$ cat src/rtl/riscv_alu_pkg.sv
// Shared ALU definitions: opcode encodings and default datapath widths
// used by the operand dispatch stage and its forwarding muxes.
package riscv_alu_pkg;

    localparam int DEF_WORDSIZE = 64;
    localparam int DEF_REGADDR  = 5;
    localparam int ALU_OP_W     = 3;

    typedef enum logic [ALU_OP_W-1:0] {
        ALU_ADD = 3'b000,
        ALU_SUB = 3'b001,
        ALU_AND = 3'b010,
        ALU_OR  = 3'b011,
        ALU_XOR = 3'b100,
        ALU_SLL = 3'b101,
        ALU_SRL = 3'b110,
        ALU_SRA = 3'b111
    } alu_op_e;

endpackage

$ cat src/rtl/operand_fwd_mux.sv
// Combinational operand resolver: immediate, then EX/MEM forward, then MEM/WB
// forward, then the supplied base value. Register x0 is never forwarded.
module operand_fwd_mux #(
    parameter int WORDSIZE = 64,
    parameter int REGADDR  = 5
) (
    input  logic [REGADDR-1:0]  i_addr,
    input  logic [WORDSIZE-1:0] i_rf_val,
    input  logic                i_use_imm,
    input  logic [WORDSIZE-1:0] i_imm,
    input  logic                i_ex_valid,
    input  logic [REGADDR-1:0]  i_ex_rd,
    input  logic [WORDSIZE-1:0] i_ex_data,
    input  logic                i_wb_valid,
    input  logic [REGADDR-1:0]  i_wb_rd,
    input  logic [WORDSIZE-1:0] i_wb_data,
    output logic [WORDSIZE-1:0] o_value
);

    logic w_nonzero;
    logic w_ex_hit;
    logic w_wb_hit;

    assign w_nonzero = (i_addr != '0);
    assign w_ex_hit  = w_nonzero && i_ex_valid && (i_ex_rd == i_addr);
    assign w_wb_hit  = w_nonzero && i_wb_valid && (i_wb_rd == i_addr);

    always_comb begin
        o_value = i_rf_val;
        if (i_use_imm) begin
            o_value = i_imm;
        end else if (w_ex_hit) begin
            o_value = i_ex_data;
        end else if (w_wb_hit) begin
            o_value = i_wb_data;
        end
    end

endmodule

$ cat src/rtl/alu_operand_dispatch.sv
// Pipeline stage in front of the ALU: resolves forwarding, registers operands and
// handshakes both sides. Define ALU_DISPATCH_SKID_EN for a two-entry (output + skid) build.
module alu_operand_dispatch
    import riscv_alu_pkg::*;
#(
    parameter int WORDSIZE = DEF_WORDSIZE,
    parameter int REGADDR  = DEF_REGADDR
) (
    input  logic                clock,
    input  logic                reset_n,
    input  logic                flush,
    input  logic                in_valid,
    output logic                in_ready,
    input  logic [WORDSIZE-1:0] in_rs1_val,
    input  logic [WORDSIZE-1:0] in_rs2_val,
    input  logic [WORDSIZE-1:0] in_imm,
    input  logic [REGADDR-1:0]  in_rs1_addr,
    input  logic [REGADDR-1:0]  in_rs2_addr,
    input  logic [REGADDR-1:0]  in_rd_addr,
    input  logic                in_use_imm,
    input  logic [ALU_OP_W-1:0] in_operation,
    input  logic                fwd_ex_valid,
    input  logic [REGADDR-1:0]  fwd_ex_rd,
    input  logic [WORDSIZE-1:0] fwd_ex_data,
    input  logic                fwd_wb_valid,
    input  logic [REGADDR-1:0]  fwd_wb_rd,
    input  logic [WORDSIZE-1:0] fwd_wb_data,
    output logic                out_valid,
    input  logic                out_ready,
    output logic [WORDSIZE-1:0] input_a,
    output logic [WORDSIZE-1:0] input_b,
    output logic [ALU_OP_W-1:0] operation,
    output logic [REGADDR-1:0]  out_rd_addr
);

    logic                r_out_valid;
    logic [WORDSIZE-1:0] r_a;
    logic [WORDSIZE-1:0] r_b;
    logic [ALU_OP_W-1:0] r_op;
    logic [REGADDR-1:0]  r_rd;
    logic [REGADDR-1:0]  r_rs1;
    logic [REGADDR-1:0]  r_rs2;
    logic                r_use_imm;

    logic                w_accept;
    logic                w_out_free;
    logic [WORDSIZE-1:0] w_new_a;
    logic [WORDSIZE-1:0] w_new_b;
    logic [WORDSIZE-1:0] w_snp_out_a;
    logic [WORDSIZE-1:0] w_snp_out_b;

    logic                w_ld_valid;
    logic [WORDSIZE-1:0] w_ld_a;
    logic [WORDSIZE-1:0] w_ld_b;
    logic [ALU_OP_W-1:0] w_ld_op;
    logic [REGADDR-1:0]  w_ld_rd;
    logic [REGADDR-1:0]  w_ld_rs1;
    logic [REGADDR-1:0]  w_ld_rs2;
    logic                w_ld_use_imm;

    // Incoming op operands, resolved against this cycle's forwarding buses.
    operand_fwd_mux #(.WORDSIZE(WORDSIZE), .REGADDR(REGADDR)) u_fwd_new_a (
        .i_addr     (in_rs1_addr),
        .i_rf_val   (in_rs1_val),
        .i_use_imm  (1'b0),
        .i_imm      ('0),
        .i_ex_valid (fwd_ex_valid),
        .i_ex_rd    (fwd_ex_rd),
        .i_ex_data  (fwd_ex_data),
        .i_wb_valid (fwd_wb_valid),
        .i_wb_rd    (fwd_wb_rd),
        .i_wb_data  (fwd_wb_data),
        .o_value    (w_new_a)
    );

    operand_fwd_mux #(.WORDSIZE(WORDSIZE), .REGADDR(REGADDR)) u_fwd_new_b (
        .i_addr     (in_rs2_addr),
        .i_rf_val   (in_rs2_val),
        .i_use_imm  (in_use_imm),
        .i_imm      (in_imm),
        .i_ex_valid (fwd_ex_valid),
        .i_ex_rd    (fwd_ex_rd),
        .i_ex_data  (fwd_ex_data),
        .i_wb_valid (fwd_wb_valid),
        .i_wb_rd    (fwd_wb_rd),
        .i_wb_data  (fwd_wb_data),
        .o_value    (w_new_b)
    );

    // Held output entry snoops the buses so a stalled op sees late results.
    operand_fwd_mux #(.WORDSIZE(WORDSIZE), .REGADDR(REGADDR)) u_snp_out_a (
        .i_addr     (r_rs1),
        .i_rf_val   (r_a),
        .i_use_imm  (1'b0),
        .i_imm      ('0),
        .i_ex_valid (fwd_ex_valid),
        .i_ex_rd    (fwd_ex_rd),
        .i_ex_data  (fwd_ex_data),
        .i_wb_valid (fwd_wb_valid),
        .i_wb_rd    (fwd_wb_rd),
        .i_wb_data  (fwd_wb_data),
        .o_value    (w_snp_out_a)
    );

    operand_fwd_mux #(.WORDSIZE(WORDSIZE), .REGADDR(REGADDR)) u_snp_out_b (
        .i_addr     (r_rs2),
        .i_rf_val   (r_b),
        .i_use_imm  (r_use_imm),
        .i_imm      (r_b),
        .i_ex_valid (fwd_ex_valid),
        .i_ex_rd    (fwd_ex_rd),
        .i_ex_data  (fwd_ex_data),
        .i_wb_valid (fwd_wb_valid),
        .i_wb_rd    (fwd_wb_rd),
        .i_wb_data  (fwd_wb_data),
        .o_value    (w_snp_out_b)
    );

    assign w_out_free = !r_out_valid || out_ready;
    assign w_accept   = in_valid && in_ready && !flush;

`ifdef ALU_DISPATCH_SKID_EN
    logic                r_skid_valid;
    logic [WORDSIZE-1:0] r_skid_a;
    logic [WORDSIZE-1:0] r_skid_b;
    logic [ALU_OP_W-1:0] r_skid_op;
    logic [REGADDR-1:0]  r_skid_rd;
    logic [REGADDR-1:0]  r_skid_rs1;
    logic [REGADDR-1:0]  r_skid_rs2;
    logic                r_skid_use_imm;
    logic [WORDSIZE-1:0] w_snp_skid_a;
    logic [WORDSIZE-1:0] w_snp_skid_b;

    operand_fwd_mux #(.WORDSIZE(WORDSIZE), .REGADDR(REGADDR)) u_snp_skid_a (
        .i_addr     (r_skid_rs1),
        .i_rf_val   (r_skid_a),
        .i_use_imm  (1'b0),
        .i_imm      ('0),
        .i_ex_valid (fwd_ex_valid),
        .i_ex_rd    (fwd_ex_rd),
        .i_ex_data  (fwd_ex_data),
        .i_wb_valid (fwd_wb_valid),
        .i_wb_rd    (fwd_wb_rd),
        .i_wb_data  (fwd_wb_data),
        .o_value    (w_snp_skid_a)
    );

    operand_fwd_mux #(.WORDSIZE(WORDSIZE), .REGADDR(REGADDR)) u_snp_skid_b (
        .i_addr     (r_skid_rs2),
        .i_rf_val   (r_skid_b),
        .i_use_imm  (r_skid_use_imm),
        .i_imm      (r_skid_b),
        .i_ex_valid (fwd_ex_valid),
        .i_ex_rd    (fwd_ex_rd),
        .i_ex_data  (fwd_ex_data),
        .i_wb_valid (fwd_wb_valid),
        .i_wb_rd    (fwd_wb_rd),
        .i_wb_data  (fwd_wb_data),
        .o_value    (w_snp_skid_b)
    );

    // Ready depends only on skid occupancy, so it never combinationally follows out_ready.
    assign in_ready = reset_n && !r_skid_valid;

    // The skid entry is older than any new arrival, so it has first claim on the output slot.
    assign w_ld_valid   = r_skid_valid || w_accept;
    assign w_ld_a       = r_skid_valid ? w_snp_skid_a   : w_new_a;
    assign w_ld_b       = r_skid_valid ? w_snp_skid_b   : w_new_b;
    assign w_ld_op      = r_skid_valid ? r_skid_op      : in_operation;
    assign w_ld_rd      = r_skid_valid ? r_skid_rd      : in_rd_addr;
    assign w_ld_rs1     = r_skid_valid ? r_skid_rs1     : in_rs1_addr;
    assign w_ld_rs2     = r_skid_valid ? r_skid_rs2     : in_rs2_addr;
    assign w_ld_use_imm = r_skid_valid ? r_skid_use_imm : in_use_imm;

    always_ff @(posedge clock or negedge reset_n) begin
        if (!reset_n) begin
            r_skid_valid   <= 1'b0;
            r_skid_a       <= '0;
            r_skid_b       <= '0;
            r_skid_op      <= ALU_ADD;
            r_skid_rd      <= '0;
            r_skid_rs1     <= '0;
            r_skid_rs2     <= '0;
            r_skid_use_imm <= 1'b0;
        end else if (flush) begin
            r_skid_valid <= 1'b0;
        end else if (r_skid_valid) begin
            if (w_out_free) begin
                r_skid_valid <= 1'b0;
            end else begin
                r_skid_a <= w_snp_skid_a;
                r_skid_b <= w_snp_skid_b;
            end
        end else if (w_accept && !w_out_free) begin
            r_skid_valid   <= 1'b1;
            r_skid_a       <= w_new_a;
            r_skid_b       <= w_new_b;
            r_skid_op      <= in_operation;
            r_skid_rd      <= in_rd_addr;
            r_skid_rs1     <= in_rs1_addr;
            r_skid_rs2     <= in_rs2_addr;
            r_skid_use_imm <= in_use_imm;
        end
    end
`else
    assign in_ready = reset_n && w_out_free;

    assign w_ld_valid   = w_accept;
    assign w_ld_a       = w_new_a;
    assign w_ld_b       = w_new_b;
    assign w_ld_op      = in_operation;
    assign w_ld_rd      = in_rd_addr;
    assign w_ld_rs1     = in_rs1_addr;
    assign w_ld_rs2     = in_rs2_addr;
    assign w_ld_use_imm = in_use_imm;
`endif

    // Data registers only change on a load or a stalled snoop; idle cycles keep the last op visible.
    always_ff @(posedge clock or negedge reset_n) begin
        if (!reset_n) begin
            r_out_valid <= 1'b0;
            r_a         <= '0;
            r_b         <= '0;
            r_op        <= ALU_ADD;
            r_rd        <= '0;
            r_rs1       <= '0;
            r_rs2       <= '0;
            r_use_imm   <= 1'b0;
        end else if (flush) begin
            r_out_valid <= 1'b0;
        end else if (w_out_free) begin
            r_out_valid <= w_ld_valid;
            if (w_ld_valid) begin
                r_a       <= w_ld_a;
                r_b       <= w_ld_b;
                r_op      <= w_ld_op;
                r_rd      <= w_ld_rd;
                r_rs1     <= w_ld_rs1;
                r_rs2     <= w_ld_rs2;
                r_use_imm <= w_ld_use_imm;
            end
        end else begin
            r_a <= w_snp_out_a;
            r_b <= w_snp_out_b;
        end
    end

    assign out_valid   = r_out_valid;
    assign input_a     = r_a;
    assign input_b     = r_b;
    assign operation   = r_op;
    assign out_rd_addr = r_rd;

endmodule

$ cat config.mk
export PLATFORM = sky130hd
export DESIGN_NAME = alu_operand_dispatch
export DESIGN_NICKNAME = d
export VERILOG_FILES = /design/src/rtl/riscv_alu_pkg.sv /design/src/rtl/operand_fwd_mux.sv /design/src/rtl/alu_operand_dispatch.sv
export SDC_FILE = /design/constraint.sdc
export NUM_CORES = 1
export LEC_CHECK = 0
export BUFFER_PORTS_ARGS = -buffer_cell sky130_fd_sc_hd__buf_2
export CAP_MARGIN = 20
export CELL_PAD_IN_SITES_DETAIL_PLACEMENT = 1
export CELL_PAD_IN_SITES_GLOBAL_PLACEMENT = 1
export CORE_AREA = 2 2 191 193
export CTS_BUF_LIST = sky130_fd_sc_hd__clkbuf_4
export DETAILED_ROUTE_END_ITERATION = 6
export DIE_AREA = 0 0 193 195
export PLACE_DENSITY = 0.86
export SLEW_MARGIN = 30
export SYNTH_ARGS = -nofsm -noshare
export SYNTH_HDL_FRONTEND = slang
export SYNTH_SLANG_ARGS = --single-unit
$ cat constraint.sdc
create_clock -name clock -period 2.6 [get_ports clock]
set_input_delay 0.52 -clock clock [delete_from_list [all_inputs] [get_ports clock]]
set_output_delay 0.52 -clock clock [all_outputs]
set_load 0.05 [all_outputs]
# After elaboration in Yosys (flattened, before gate mapping)
# Cells that the tools add are included.
[totals]
regBits = 148
in_bits = 356
output_inout_bits = 138
elab_cells = 67
[classes]
eq_ne = 10
mux = 16
bitwise_logic = 1
reduce_logical = 32
[op_table]
columns = ["cell", "count"]
rows = [
  ["$mux 64", 14],
  ["$eq 5x5->1", 8],
  ["$reduce_bool 5->1", 4],
  ["$logic_and 1x1->1", 19],
  ["$reduce_and 3->1", 2],
  ["$reduce_bool 3->1", 2],
  ["$reduce_and 4->1", 1],
  ["$logic_not 1->1", 2],
  ["$mux 1", 2],
  ["$ne 2x1->1 const B", 1],
  ["$ne 2x2->1 const B", 1],
  ["$reduce_bool 2->1", 1],
  ["$logic_or 1x1->1", 1],
  ["$not 1->1", 1],
]

# Longest topological paths before layout
[logic_depth]
word_depth = 8
ltp_mapped = 9
mapped_depth_nobuf = 6

# Hierarchy
# A second synthesis with hierarchy kept.
[unflattened]
hier_cells = 2240
hier_area_um2 = 20754.9
[modules_own_cells]
columns = ["module", "n_inst", "cells_per_inst", "area_per_inst_um2", "seq_area_each_um2"]
rows = [
  ["operand_fwd_mux", 4, 445, 3166.8, 0.0],
  ["alu_operand_dispatch", 1, 460, 8087.8, 3703.6],
]

# Worst setup path after synthesis
# OpenSTA, ideal clock, no wires.
[synth_timing]
path_kind = "register to register"
from = "register r_out_valid (netlist: out_valid)"
to = "register r_b[10] (netlist: input_b[10])"
setup_ns = 0.125
arrival_time_ns = 2.397
required_time_ns = 2.475
setup_slack_ns = 0.078
path_stages_with_launch = 8
period_less_slack_ns = 2.522
cell_sequence = "dfrtp_1 nand2b_1 buf_2 nand4b_2 o21a_1 o41ai_4 buf_6 mux2_4"
[synth_via]
elab_chain_cells = 7
[synth_rtl]
columns = ["element", "line_no", "text"]
rows = [
  ["start, declared", "alu_operand_dispatch.sv:36", "logic r_out_valid;"],
  ["start signal, assigned", "alu_operand_dispatch.sv:232", "r_out_valid <= w_ld_valid;"],
  ["$logic_not 1->1 *", "alu_operand_dispatch.sv:119", "assign w_out_free = !r_out_valid || out_ready;"],
  ["$logic_or 1x1->1 *", "alu_operand_dispatch.sv:119", ""],
  ["$logic_and 1x1->1", "alu_operand_dispatch.sv:206", "assign in_ready = reset_n && w_out_free;"],
  ["$logic_and 1x1->1 (2 in a row)", "alu_operand_dispatch.sv:120", "assign w_accept = in_valid && in_ready && !flush;"],
  ["$ne 2x2->1 (no line)", "-", ""],
  ["$reduce_and 4->1 (no line)", "-", ""],
  ["end signal, assigned", "alu_operand_dispatch.sv:235", "r_b <= w_ld_b;"],
  ["end signal, assigned", "alu_operand_dispatch.sv:244", "r_b <= w_snp_out_b;"],
  ["end, declared", "alu_operand_dispatch.sv:38", "logic [WORDSIZE-1:0] r_b;"],
]
# Mark *: on every way between the ends. The rest lies on a longest branch, timed or not.
# A chain may end at the register's enable or synchronous reset.

# Final worst setup path
[layout_timing]
from = "register r_out_valid (netlist: out_valid)"
to = "output in_ready"
[layout_via]
elab_chain_cells = 3
[layout_rtl]
columns = ["element", "line_no", "text"]
rows = [
  ["$logic_not 1->1", "alu_operand_dispatch.sv:119", ""],
  ["$logic_or 1x1->1", "alu_operand_dispatch.sv:119", ""],
  ["$logic_and 1x1->1", "alu_operand_dispatch.sv:206", ""],
  ["end, declared", "alu_operand_dispatch.sv:13", "output logic in_ready,"],
]
# Every way passes these cells.

==> summary.txt <==
Status: complete, but fails checks
Failing checks: hold timing
Grt ovf: 0
Data required, critical path: 2.08 ns
First-pass iteration count of the detailed router: 7
Warnings, synthesis: 0
Final core utilization: 43.11%
Final TNS setup: 0 ns
Final Skew: 0.02642 ns
Sequential fraction of the synthesis area: 31.95%
Die height: 195 µm
RSZ-0062 raised after global routing: no
Final hold vios: 50
Yosys cell types: 45
Die footprint: 37640 µm²
Synthesized cell area: 11590 µm²
Syn Area/Cell: 10.00 µm²
Standard-cell rows: 69
Initial antenna violation count: 10
Crit path cell chain: nand2b_4 -> buf_6 -> and2_1 -> buf_2
Die width: 193 µm
Minimum clock period after layout: 2.507 ns
CTS tree: done
Flop-to-flop setup slack: 0.09 ns
Max clock buf depth: 2
Worst Setup Path Type: register to output pin
Clk_lat worst skew: 0.65 ns
Pwr per Cell Area: 671.6 nW/µm²
Final setup margin: 0.09285 ns
R2R cell count: 8
Global-route wire length before repair: 84.16 mm
Static Leak: 6.696 nW
Final setup vio count: 0
H-tree depth: 4
Placed insts: 2046
Top FF cell, synth: dfrtp_1
Reg2reg end: input_b[19]$_DFFE_PN0P_
Final slew viol count: 0
Routed wire length: 56.71 mm
Root buffer cell: clkbuf_4
Clock slew at reported path FFs: 0.17 ns
Slowest cell on crit path: dfrtp_1
Mapped Cells: 1159
Place WS: -0.2425 ns
Vias/cell: 6.349
Non-Filler Instances: 2088
Peak VDD IR: 0.0003767 V
Post-DRT Antenna Nets: 0
Final Cycle Share: 96.43%
Port bufs: 493
Startpoint class of the critical path: register
First DRT Iteration DRCs: 1037
RR Startpoint: r_rs2[1]$_DFFE_PN0P_
Clock Sinks: 148
TritonCTS Buffers: 17
Layout area overhead: 31.64%
Slew headroom: 35.19%
Nets: 1960
Crit-path max cell delay: 0.46 ns
WP data arrival: 1.99 ns
Worst-case hold slack: -0.08755 ns
Number of global-route vias before repair: 14480
Core area: 35400 µm²
GRT Total Usage: 29.17%
Worst-margin pin slew: 0.9721 ns
Setup bufs post-CTS: 0
Post-synth EDFFs: 0
Post-DP HPWL: 39.68 mm
# IOs: 494
GP Congestion: 0.9309
CP Max Fanout: 42
Crit. End Element: output pin
Via count: 13260
Layout cells sized above 1: 47.06%
Async set-reset flop share out of synthesis: 100.0%
Avg WL per Cell: 27.16 µm
Syn nets: 1515
Largest net degree at the start of global routing: 107
Max cap viols: 0
Hold Path Class: input port to async pin
Initial Util: 32.75%
Flop and latch count out of synthesis: 148
Drt drc: 0
Max frequency: 398.9 MHz
==> state kept, by name, indices dropped and copies added (netlist names) <==
register / flops
operation: 3
r_rs1: 5
input_a: 64
r_use_imm: 1
input_b: 64
out_rd_addr: 5
r_rs2: 5
out_valid: 1
==> metal layers <==
layer  global-route usage [%]  share of wire [%]  up-vias
met5                        0                  0        -
met4                    19.19                5.7        0
met3                    5.482                8.6      226
met2                    47.07                 47      879
met1                    35.28                 38     6586
li1                         -                  -     5565
==> final cells by class <==
class	count	area, µm²
repair buffers	566	3379
clock inverters	13	231.5
inverters	2	7.507
flip-flops and latches	148	3704
fillers	4223	20140
diodes	10	25.02
clock buffers	19	142.6
well taps	461	576.8
multi-input cells	869	7192
==> stage by stage <==
| step | power (mW) | instance area (µm²) |
|---|---|---|
| after floorplan | 6.590 | 11590 |
| after global placement | 8.094 | 14850 |
| after detailed placement | 8.225 | 14850 |
| after CTS | 10.27 | 15220 |
| after global routing | 10.63 | 15260 |
| final | 10.25 | 15260 |
==> power by group <==
group	leakage [nW]	total, mW	switching, mW	internal, mW
clock	0.193	2.02	1.04	0.977
sequential	1.69	3.30	0.422	2.88
combinational	4.81	4.93	3.35	1.58
==> cells in the final DEF (no fill, tap or decap), types with 2 or more instances in the layout <==
cell        count
clkinv_2        2
dfrtp_1       148
and3_2          4
buf_2         492
buf_4          43
o22ai_1        64
clkinvlp_4      2
a211oi_1       14
o221a_2         4
mux2_4         60
a31o_2          2
o221ai_1       66
o32a_1         62
mux2i_1        64
o221a_1        58
nor3_4          2
nor4_2          2
bufinv_16       6
a31oi_1        65
clkbuf_4       19
xor2_1         14
nand4_1         6
or4_1           3
or4_4           4
nor2_1          7
clkinv_4        3
xnor2_1        26
a211oi_2       50
nand2_1       132
and3_1         60
diode_2        10
mux2_2         22
buf_12         28
nand2b_4        2
o21ai_0        65
buf_6           3
==> cell usage after synthesis, types with 24 or more instances <==
cell | n | area (µm²)
a31oi_1 | 65 | 406.6
clkbuf_1 | 69 | 259.0
xnor2_1 | 26 | 227.7
a211oi_2 | 50 | 625.6
o22ai_1 | 64 | 400.4
o32a_1 | 62 | 620.6
o21ai_0 | 65 | 325.3
dfrtp_1 | 148 | 3704
mux2i_1 | 64 | 640.6
nand2_1 | 132 | 495.5
o221a_1 | 58 | 653.1
buf_2 | 43 | 215.2
and3_1 | 60 | 375.4
buf_6 | 24 | 270.3
o221ai_1 | 66 | 578.1
mux2_4 | 60 | 900.9
==> critical path: cells and delay by family (launching register included) <==
| family | cells | cell delay, ns |
|---|---|---|
| buf+inv | 2 | 0.58 |
| flops | 1 | 0.46 |
| simple gates | 2 | 0.32 |
==> cells by family after synthesis <==
| group | Yosys count | synth area share (%) |
|---|---|---|
| AO/OA/AOI/OAI | 455 | 33.19 |
| XOR/XNOR | 40 | 3.022 |
| buffers and inverters | 142 | 6.649 |
| flip-flops | 148 | 31.95 |
| multiplexers | 146 | 15.44 |
| AND/OR/NAND/NOR | 228 | 9.748 |
==> how the worst max path moves through the flow <==
stage          slack [ns]                       to  cells past startpoint             startpoint
2_1_floorplan        0.08  input_b[10]$_DFFE_PN0P_                      7  out_valid$_DFFE_PN0P_
3_5_place_dp        -0.24  input_b[19]$_DFFE_PN0P_                     10           fwd_ex_rd[3]
4_1_cts              0.04                 in_ready                      4  out_valid$_DFFE_PN0P_
5_1_grt            0.0009  input_b[19]$_DFFE_PN0P_                      8   r_rs2[1]$_DFFE_PN0P_
3_3_place_gp        -0.16   input_b[0]$_DFFE_PN0P_                      8         in_rs2_addr[0]
6_report             0.09                 in_ready                      4  out_valid$_DFFE_PN0P_
==> repair_timing <==
action                                  CTS  global route
endpoints found under the setup margin    1             1
endpoints found under the hold margin   104            71
gates resized for setup                   1             1
Power figures use the tool's default switching activity.
